$ cat config.mk
export PLATFORM = sky130hd
export DESIGN_NAME = ray_inv_dir_setup
export DESIGN_NICKNAME = d
export VERILOG_FILES = /design/src/rtl/ray_inv_dir_setup.sv
export SDC_FILE = /design/constraint.sdc
export NUM_CORES = 1
export LEC_CHECK = 0
export BUFFER_PORTS_ARGS = -buffer_cell sky130_fd_sc_hd__buf_2
export CORE_UTILIZATION = 45
export DETAILED_ROUTE_END_ITERATION = 8
export PLACE_DENSITY = 0.69
export SKIP_CTS_REPAIR_TIMING = 1
export SLEW_MARGIN = 20
export SYNTH_ARGS = -nofsm -noshare
export SYNTH_HDL_FRONTEND = slang
export SYNTH_SLANG_ARGS = --single-unit
export TNS_END_PERCENT = 30
$ cat constraint.sdc
create_clock -name clk -period 11 [get_ports clk]
set_input_delay 2.2 -clock clk [delete_from_list [all_inputs] [get_ports clk]]
set_output_delay 2.2 -clock clk [all_outputs]
set_load 0.02 [all_outputs]
$ cat src/rtl/ray_inv_dir_setup.sv
// Per-ray setup: origin pass-through plus signed Q18.18 reciprocal of each direction
// axis, computed by three lock-stepped bit-serial restoring dividers under one FSM.
module ray_inv_dir_setup #(
   parameter int DIR_W    = 28,
   parameter int DIR_FRAC = 14,
   parameter int OUT_W    = 36,
   parameter int OUT_FRAC = 18
) (
   input  logic                 clk,
   input  logic                 rst_n,
   input  logic                 in_valid,
   output logic                 in_ready,
   input  logic [3*DIR_W-1:0]   ray_orig_in,
   input  logic [3*DIR_W-1:0]   ray_dir_in,
   output logic                 out_valid,
   input  logic                 out_ready,
   output logic [3*DIR_W-1:0]   ray_orig_out,
   output logic [3*OUT_W-1:0]   inv_ray_dir,
   output logic [2:0]           div_by_zero
);

   localparam int CNT_W = $clog2(OUT_W);
   localparam logic [CNT_W-1:0] CNT_INIT = CNT_W'(OUT_W - 1);
   // The dividend N = 2^(DIR_FRAC+OUT_FRAC) has a single 1 bit; it enters on this step.
   localparam logic [CNT_W-1:0] ONE_POS  = CNT_W'(DIR_FRAC + OUT_FRAC);
   localparam logic [OUT_W-1:0] Q_MAX    = {1'b0, {(OUT_W-1){1'b1}}};

   typedef enum logic [1:0] {IDLE, DIVIDE, DONE} state_t;

   state_t             r_state, w_state_next;
   logic [CNT_W-1:0]   r_cnt;
   logic [2:0]         r_sign, r_zero, r_dbz;
   logic [DIR_W-1:0]   r_mag [3];
   logic [DIR_W-1:0]   r_rem [3];
   logic [OUT_W-1:0]   r_quo [3];
   logic [3*DIR_W-1:0] r_orig;
   logic [3*OUT_W-1:0] r_inv;

   logic [DIR_W-1:0]   w_dir      [3];
   logic [DIR_W-1:0]   w_dir_mag  [3];
   logic [DIR_W:0]     w_trial    [3];
   logic [DIR_W-1:0]   w_rem_next [3];
   logic [OUT_W-1:0]   w_quo_next [3];
   logic [OUT_W-1:0]   w_sat      [3];
   logic [OUT_W-1:0]   w_inv      [3];
   logic               w_accept, w_last;

   assign in_ready     = (r_state == IDLE);
   assign out_valid    = (r_state == DONE);
   assign w_accept     = in_valid && in_ready;
   assign w_last       = (r_state == DIVIDE) && (r_cnt == '0);
   assign ray_orig_out = r_orig;
   assign inv_ray_dir  = r_inv;
   assign div_by_zero  = r_dbz;

   always_ff @(posedge clk or negedge rst_n) begin
      if (!rst_n) r_state <= IDLE;
      else        r_state <= w_state_next;
   end

   // NOTE: every combinational output gets a default first, so no path can infer a latch.
   always_comb begin
      w_state_next = r_state;
      case (r_state)
         IDLE:    if (in_valid)     w_state_next = DIVIDE;
         DIVIDE:  if (r_cnt == '0)  w_state_next = DONE;
         DONE:    if (out_ready)    w_state_next = IDLE;
         default:                   w_state_next = IDLE;
      endcase
   end

   always_comb begin
      for (int a = 0; a < 3; a++) begin
         w_dir[a]     = ray_dir_in[a*DIR_W +: DIR_W];
         // Unsigned magnitude keeps -2^(DIR_W-1) exact.
         w_dir_mag[a] = w_dir[a][DIR_W-1] ? -w_dir[a] : w_dir[a];
         w_trial[a]   = {r_rem[a], (r_cnt == ONE_POS)};
         if (w_trial[a] >= {1'b0, r_mag[a]}) begin
            w_rem_next[a] = DIR_W'(w_trial[a] - {1'b0, r_mag[a]});
            w_quo_next[a] = {r_quo[a][OUT_W-2:0], 1'b1};
         end else begin
            w_rem_next[a] = w_trial[a][DIR_W-1:0];
            w_quo_next[a] = {r_quo[a][OUT_W-2:0], 1'b0};
         end
         w_sat[a] = w_quo_next[a][OUT_W-1] ? Q_MAX : w_quo_next[a];
         w_inv[a] = r_zero[a] ? '0 : (r_sign[a] ? -w_sat[a] : w_sat[a]);
      end
   end

   // NOTE: sequential state uses non-blocking assignments so all registers update together.
   always_ff @(posedge clk or negedge rst_n) begin
      if (!rst_n) begin
         r_cnt  <= '0;
         r_sign <= '0;
         r_zero <= '0;
         r_dbz  <= '0;
         r_orig <= '0;
         r_inv  <= '0;
         for (int a = 0; a < 3; a++) begin
            r_mag[a] <= '0;
            r_rem[a] <= '0;
            r_quo[a] <= '0;
         end
      end else if (w_accept) begin
         r_orig <= ray_orig_in;
         r_cnt  <= CNT_INIT;
         for (int a = 0; a < 3; a++) begin
            r_sign[a] <= w_dir[a][DIR_W-1];
            r_zero[a] <= (w_dir[a] == '0);
            r_mag[a]  <= w_dir_mag[a];
            r_rem[a]  <= '0;
            r_quo[a]  <= '0;
         end
      end else if (r_state == DIVIDE) begin
         r_cnt <= r_cnt - CNT_W'(1);
         for (int a = 0; a < 3; a++) begin
            r_rem[a] <= w_rem_next[a];
            r_quo[a] <= w_quo_next[a];
         end
         if (w_last) begin
            r_dbz <= r_zero;
            for (int a = 0; a < 3; a++) r_inv[a*OUT_W +: OUT_W] <= w_inv[a];
         end
      end
   end

endmodule

---- After elaboration in Yosys (flattened, before gate mapping) ----
Cells that the tools add are included.
storage, ports and cells
  memory bits (read-only) ................. 0
  output and inout bits ................... 197
  bits in latches ......................... 0
  bits in writable memories ............... 0
  memories kept ........................... 0
  bits of input ports ..................... 172
  register bits ........................... 482
  word-level logic and storage cells ...... 74
cells by class
  magnitude comparators ................... 3
  bitwise gates (word level) .............. 1
  reduce and logical (&&, ||, !) cells .... 10
  divide/modulo/power cells ............... 0
  multiply operators ...................... 0
  shift operators ......................... 0
  $add $sub $neg .......................... 10
  equality and inequality tests ........... 6
  muxes and demuxes ....................... 28
operator list
  kind                                                  number
  two-way mux 36 bit                                    6
  two-way mux 107 bit                                   2
  two-way mux 28 bit                                    6
  two-way mux 84 bit                                    2
  negation 35 -> 36 bit                                 3
  two-way mux 35 bit                                    3
  >= comparator 29 x 28 -> 1 bit                        3
  zero test 28 bit                                      3
  negation 28 bit                                       3
  subtractor 28 bit                                     3
  two-way mux 6 bit                                     2
  equality test 6 bit (second input constant)           1
  zero test 6 bit                                       1
  two-way mux 2 bit                                     3
  one-hot mux 2 bit (3 select lines)                    1
  AND reduction 3 bit                                   2
  subtractor 6 x 1 -> 6 bit (second input constant)     1
  != test 2 x 1 -> 1 bit (second input constant)        2
  two-way mux 1 bit                                     3
  equality test 2 x 1 -> 1 bit (second input constant)  1
  equality test 2 bit (second input constant)           1
  logical AND 1 bit                                     2
  zero test 2 bit                                       1
  != test 2 bit (second input constant)                 1
  other kinds (2)                                       2

---- Logic depth before layout (Yosys ltp) ----
  depth after elaboration ................. 7
  depth in mapped cells ................... 16
  gate-level depth less buffers ........... 16

---- Worst setup path before layout ----
No wires, ideal clock.
  path kind ............................... input-to-reg
  start ................................... in ray_dir_in[67]
  end ..................................... reg r_mag[26] in the netlist's numbering
  path buffers ............................ 0
  setup slack ............................. 6.436 ns
  stages .................................. 7
  required time ........................... 10.871 ns
  library setup time ...................... 0.129 ns
  arrival ................................. 4.435 ns
  cell sequence ........................... or4_1 -> or4_1 -> or3_1 -> or3_1 -> o31ai_1 -> xor2_1 -> o21ai_1
between the ends
  cells in the longest elaborated chain, start to end .. 2
RTL lines
  item                            RTL line  source
  start: declaration              14        input logic [3*DIR_W-1:0] ray_dir_in,
  negation 28 bit                 76        w_dir_mag[a] = w_dir[a][DIR_W-1] ? -w_dir[a] : w_dir[a];
  two-way mux 28 bit              76
  end signal: indexed assignment  110       r_mag[a] <= w_dir_mag[a];
  end: declaration                33        logic [DIR_W-1:0] r_mag [3];
No other way between the ends.
A chain may end at the register's enable or synchronous reset.

---- Worst setup path after layout ----
  start ................................... reg r_cnt[0]
  end ..................................... reg r_inv[40] (netlist: inv_ray_dir[40])
between the ends
  cells in the longest elaborated chain, start to end .. 7
  elaborated cells on any way between the ends .. 10
  classes of those cells .................. add/sub: 1; order compare: 1; eq/ne: 1; mux: 4; reduce/logical: 3
RTL lines
  item                             RTL line  source
  start: declaration               31        logic [CNT_W-1:0] r_cnt;
  start signal: assignment         115       r_cnt <= r_cnt - CNT_W'(1);
  equality test 6 bit              77        w_trial[a] = {r_rem[a], (r_cnt == ONE_POS)};
  >= comparator 29 x 28 -> 1 bit   78        if (w_trial[a] >= {1'b0, r_mag[a]}) begin
  two-way mux 1 bit                78
  two-way mux 35 bit               85        w_sat[a] = w_quo_next[a][OUT_W-1] ? Q_MAX : w_quo_next[a];
  negation 35 -> 36 bit            86        w_inv[a] = r_zero[a] ? '0 : (r_sign[a] ? -w_sat[a] : w_sat[a]);
  two-way mux 36 bit (2 in a row)  86
  end signal: assignment           98        r_inv <= '0;
  end: declaration                 37        logic [3*OUT_W-1:0] r_inv;
Parallel ways exist; a longest one is shown, timed or not.

==> flow_metrics.py <==
metrics = {
    "clock_network": {
        "clock_path_buffers": 3,
        "cts_tree": "done",
        "clk_latency_ps": 600,
        "clkSinkCount": 482,
        "htreeDepth": 2,
        "path_clk_slew_ps": 60,
        "cts_made_buffers": 55,
        "cts_root_buf": "clkbuf_16",
    },
    "synthesis": {
        "synthFlopType": "dfrtp_1",
        "postSynth.asyncResetShare": 1.00,
        "yosysUniqueCellTypes": 80,
        "synth.avg_cell_area_um2": 8.40,
        "synth_area_um2": 27500,
        "syn_nets": 3544,
        "synth-seq-cells": 482,
        "synth_edf_count": 0,
        "seq_area_frac_synth": 0.438,
        "syn_inst": 3280,
        "ys_warn_count": 0,
    },
    "finish": {
        "final_common_cell": "nand2_1",
        "area_growth_syn_to_layout_pct": 15.1,
        "drive_gt1_frac": 0.146,
        "final.fill_count": 5645,
        "nets": 3798,
        "finalNonFillerCells": 4360,
        "fin_util": 0.525,
        "final_cell_mix": "nand2_1, dfrtp_1, o21ai_0, buf_2, nor2_1",
    },
    "route": {
        "top_layer_used": "met5",
        "wl_met3_um": 5340,
        "wl_met1_um": 35000,
        "first_pass_iters": 8,
        "drtIter0Drc": 1800,
        "routedWlPerCell_um": 17.2,
        "viasPerCell": 5.61,
        "num_vias": 24500,
        "drc_errors": 0,
        "wl_met2_um": 32800,
        "drt.antenna.violating_nets": 0,
        "totalWireLength_um": 75200,
    },
    "timing": {
        "setup_slack_ps": 6170,
        "fin_crit_sh": 0.439,
        "hold_viol_final": 0,
        "finalClockSkew_ps": 25.8,
        "maxSlewViolCount": 0,
        "fmax_mhz": 207,
        "rsz0062_at_grt": "no",
        "setup_tns_ps": 0,
        "setup_viol": 0,
        "worstMarginPinSlew_ps": 1020,
        "max_slew_margin": 0.319,
        "post-route-min-period_ps": 4830,
    },
    "run_status": {
        "status": "completed",
    },
    "placement": {
        "dp.cells": 4259,
        "gp_congestion": 0.868,
        "place_ws_ps": 5920,
        "numPortBuffers": 368,
        "dp_hpwl_um": 50900,
    },
    "setup_path": {
        "max_stage_delay_ps": 700,
        "required_ps": 11490,
        "crit_path_cell_trace": "inv_1 > ha_1 > nor4b_1 > nand2_1 > ha_1 > nand2b_1 > a21oi_1 > o31ai_1 > a2111oi_1 > nor2_1 > a21o_1 > buf_4 > nand2_1 > mux2_2 > a221o_1",
        "critPathKind": "reg2reg",
        "start_kind": "flip-flop",
        "arrival_ps": 5320,
        "setup.worst_path.end_class": "flip-flop",
        "path_max_fanout": 26,
        "ff2ff_path_depth": 15,
        "slowest_stage": "a2111oi_1",
    },
    "floorplan": {
        "core_region_area_um2": 60400,
        "die_x_um": 249,
        "die_area_um2": 62200,
        "pin_count": 369,
        "placementRows": 90,
        "start_util": 0.456,
        "chipHeight_um": 249,
    },
    "hold_path": {
        "holdPathStages": 2,
        "min-delay-path-class": "reg2reg",
    },
    "job": {
        "drv_cap": 0,
    },
    "pwr": {
        "p_leak_nw": 14.9,
        "ir_drop_mv": 0.188,
        "p_per_area_nw_per_um2": 371,
    },
    "grt": {
        "grt.total_usage": 0.238,
        "grt.overflow.total": 0,
        "first_global_vias": 23000,
        "antenna_found_initial": 4,
        "grt_max_degree": 180,
        "grt_first_pass_wirelength_um": 122000,
    },
}
-- per-layer routing --
layer | vias up | track usage
li1 | 12000 | -
met1 | 11600 | 0.338
met2 | 754 | 0.367
met3 | 116 | 0.0465
met4 | 4 | 0.0743
met5 | - | 0
-- flip-flops by register name, indices dropped and copies added (netlist names), 3 cells and up --
signal        flops
r_rem            84
ray_orig_out     84
r_zero            3
r_quo           105
r_mag            84
r_sign            3
div_by_zero       3
inv_ray_dir     108
r_cnt             6
-- report_power, final --
| part | internal [mW] | switching (mW) | total, mW |
|---|---|---|---|
| Combinational | 2.55 | 4.05 | 6.61 |
| Sequential | 2.61 | 0.704 | 3.31 |
| Clock | 1.07 | 0.766 | 1.83 |
-- area by class of cell --
cell class / count / area (um2) / area share
Tap cell: 782 / 978 / 0.0309
Sequential cell: 482 / 12100 / 0.380
Multi-Input combinational cell: 2490 / 14400 / 0.453
Inverter: 111 / 417 / 0.0131
Clock buffer: 77 / 1570 / 0.0495
Timing Repair Buffer: 394 / 2080 / 0.0658
Clock inverter: 23 / 226 / 0.00714
Antenna cell: 1 / 2.50 / 0.0000789
-- worst max-delay path: cells and delay by family, from the launching register on --
| kind | cells | cell delay (ps) |
|---|---|---|
| compound gates | 5 | 1900 |
| fa+ha+maj | 2 | 480 |
| buf+inv | 2 | 450 |
| flops | 1 | 400 |
| mux | 1 | 330 |
| simple gates | 5 | 1160 |
-- final timing paths --
path	from	endpoint	slack, ps
min in group asynchronous	rst_n	r_quo[31]	1680
max reg2reg	r_cnt[0]	inv_ray_dir[40]	6170
min reg2reg	ray_orig_out[56]	ray_orig_out[56]	470
max	r_cnt[0]	inv_ray_dir[40]	6170
min	ray_orig_out[56]	ray_orig_out[56]	470
max in group asynchronous	rst_n	ray_orig_out[47]	7790
-- per-stage QoR --
| stage | total power, mW | hold WS, ps | instance area [um2] |
|---|---|---|---|
| 2_1_floorplan | 8.16 | 450 | 27500 |
| 3_3_place_gp | 9.78 | 450 | 29900 |
| 3_5_place_dp | 9.89 | 457 | 29900 |
| 4_1_cts | 11.8 | 472 | 31700 |
| 5_1_grt | 12.8 | 490 | 31700 |
| 6_report | 11.8 | 466 | 31700 |
-- kinds of logic (layout without fill, tap and decap cells) --
| logic type | after synthesis | after routing | synth area share |
|---|---|---|---|
| and+or+nand+nor | 1296 | 1296 | 0.205 |
| AOI/OAI and AO/OA | 889 | 889 | 0.203 |
| DFF | 482 | 482 | 0.438 |
| buffers and inverters | 308 | 605 | 0.0427 |
| xor gates and xnor gates | 187 | 187 | 0.0595 |
| adders and majority gates | 92 | 92 | 0.0426 |
| muxes | 26 | 26 | 0.00950 |
| other | 0 | 1 | 0 |
-- synthesized netlist by cell type (22+ instances only) --
| cell type | count | area, um2 |
|---|---|---|
| clkbuf_1 | 179 | 672 |
| xnor2_1 | 90 | 788 |
| o31ai_1 | 71 | 533 |
| inv_1 | 110 | 413 |
| nand3_1 | 37 | 185 |
| nor3_1 | 61 | 305 |
| a21oi_1 | 129 | 646 |
| nor2_1 | 192 | 721 |
| nor4_1 | 24 | 150 |
| or4_1 | 31 | 233 |
| a31oi_1 | 22 | 138 |
| mux2i_1 | 25 | 250 |
| o41ai_1 | 29 | 254 |
| dfrtp_1 | 482 | 12100 |
| xor2_1 | 97 | 850 |
| nand2_1 | 794 | 2980 |
| ha_1 | 89 | 1110 |
| o21ai_0 | 397 | 1990 |
| a21o_1 | 46 | 345 |
| or3_1 | 35 | 219 |
| o211ai_1 | 22 | 165 |
(Power assumes the default switching activity.)
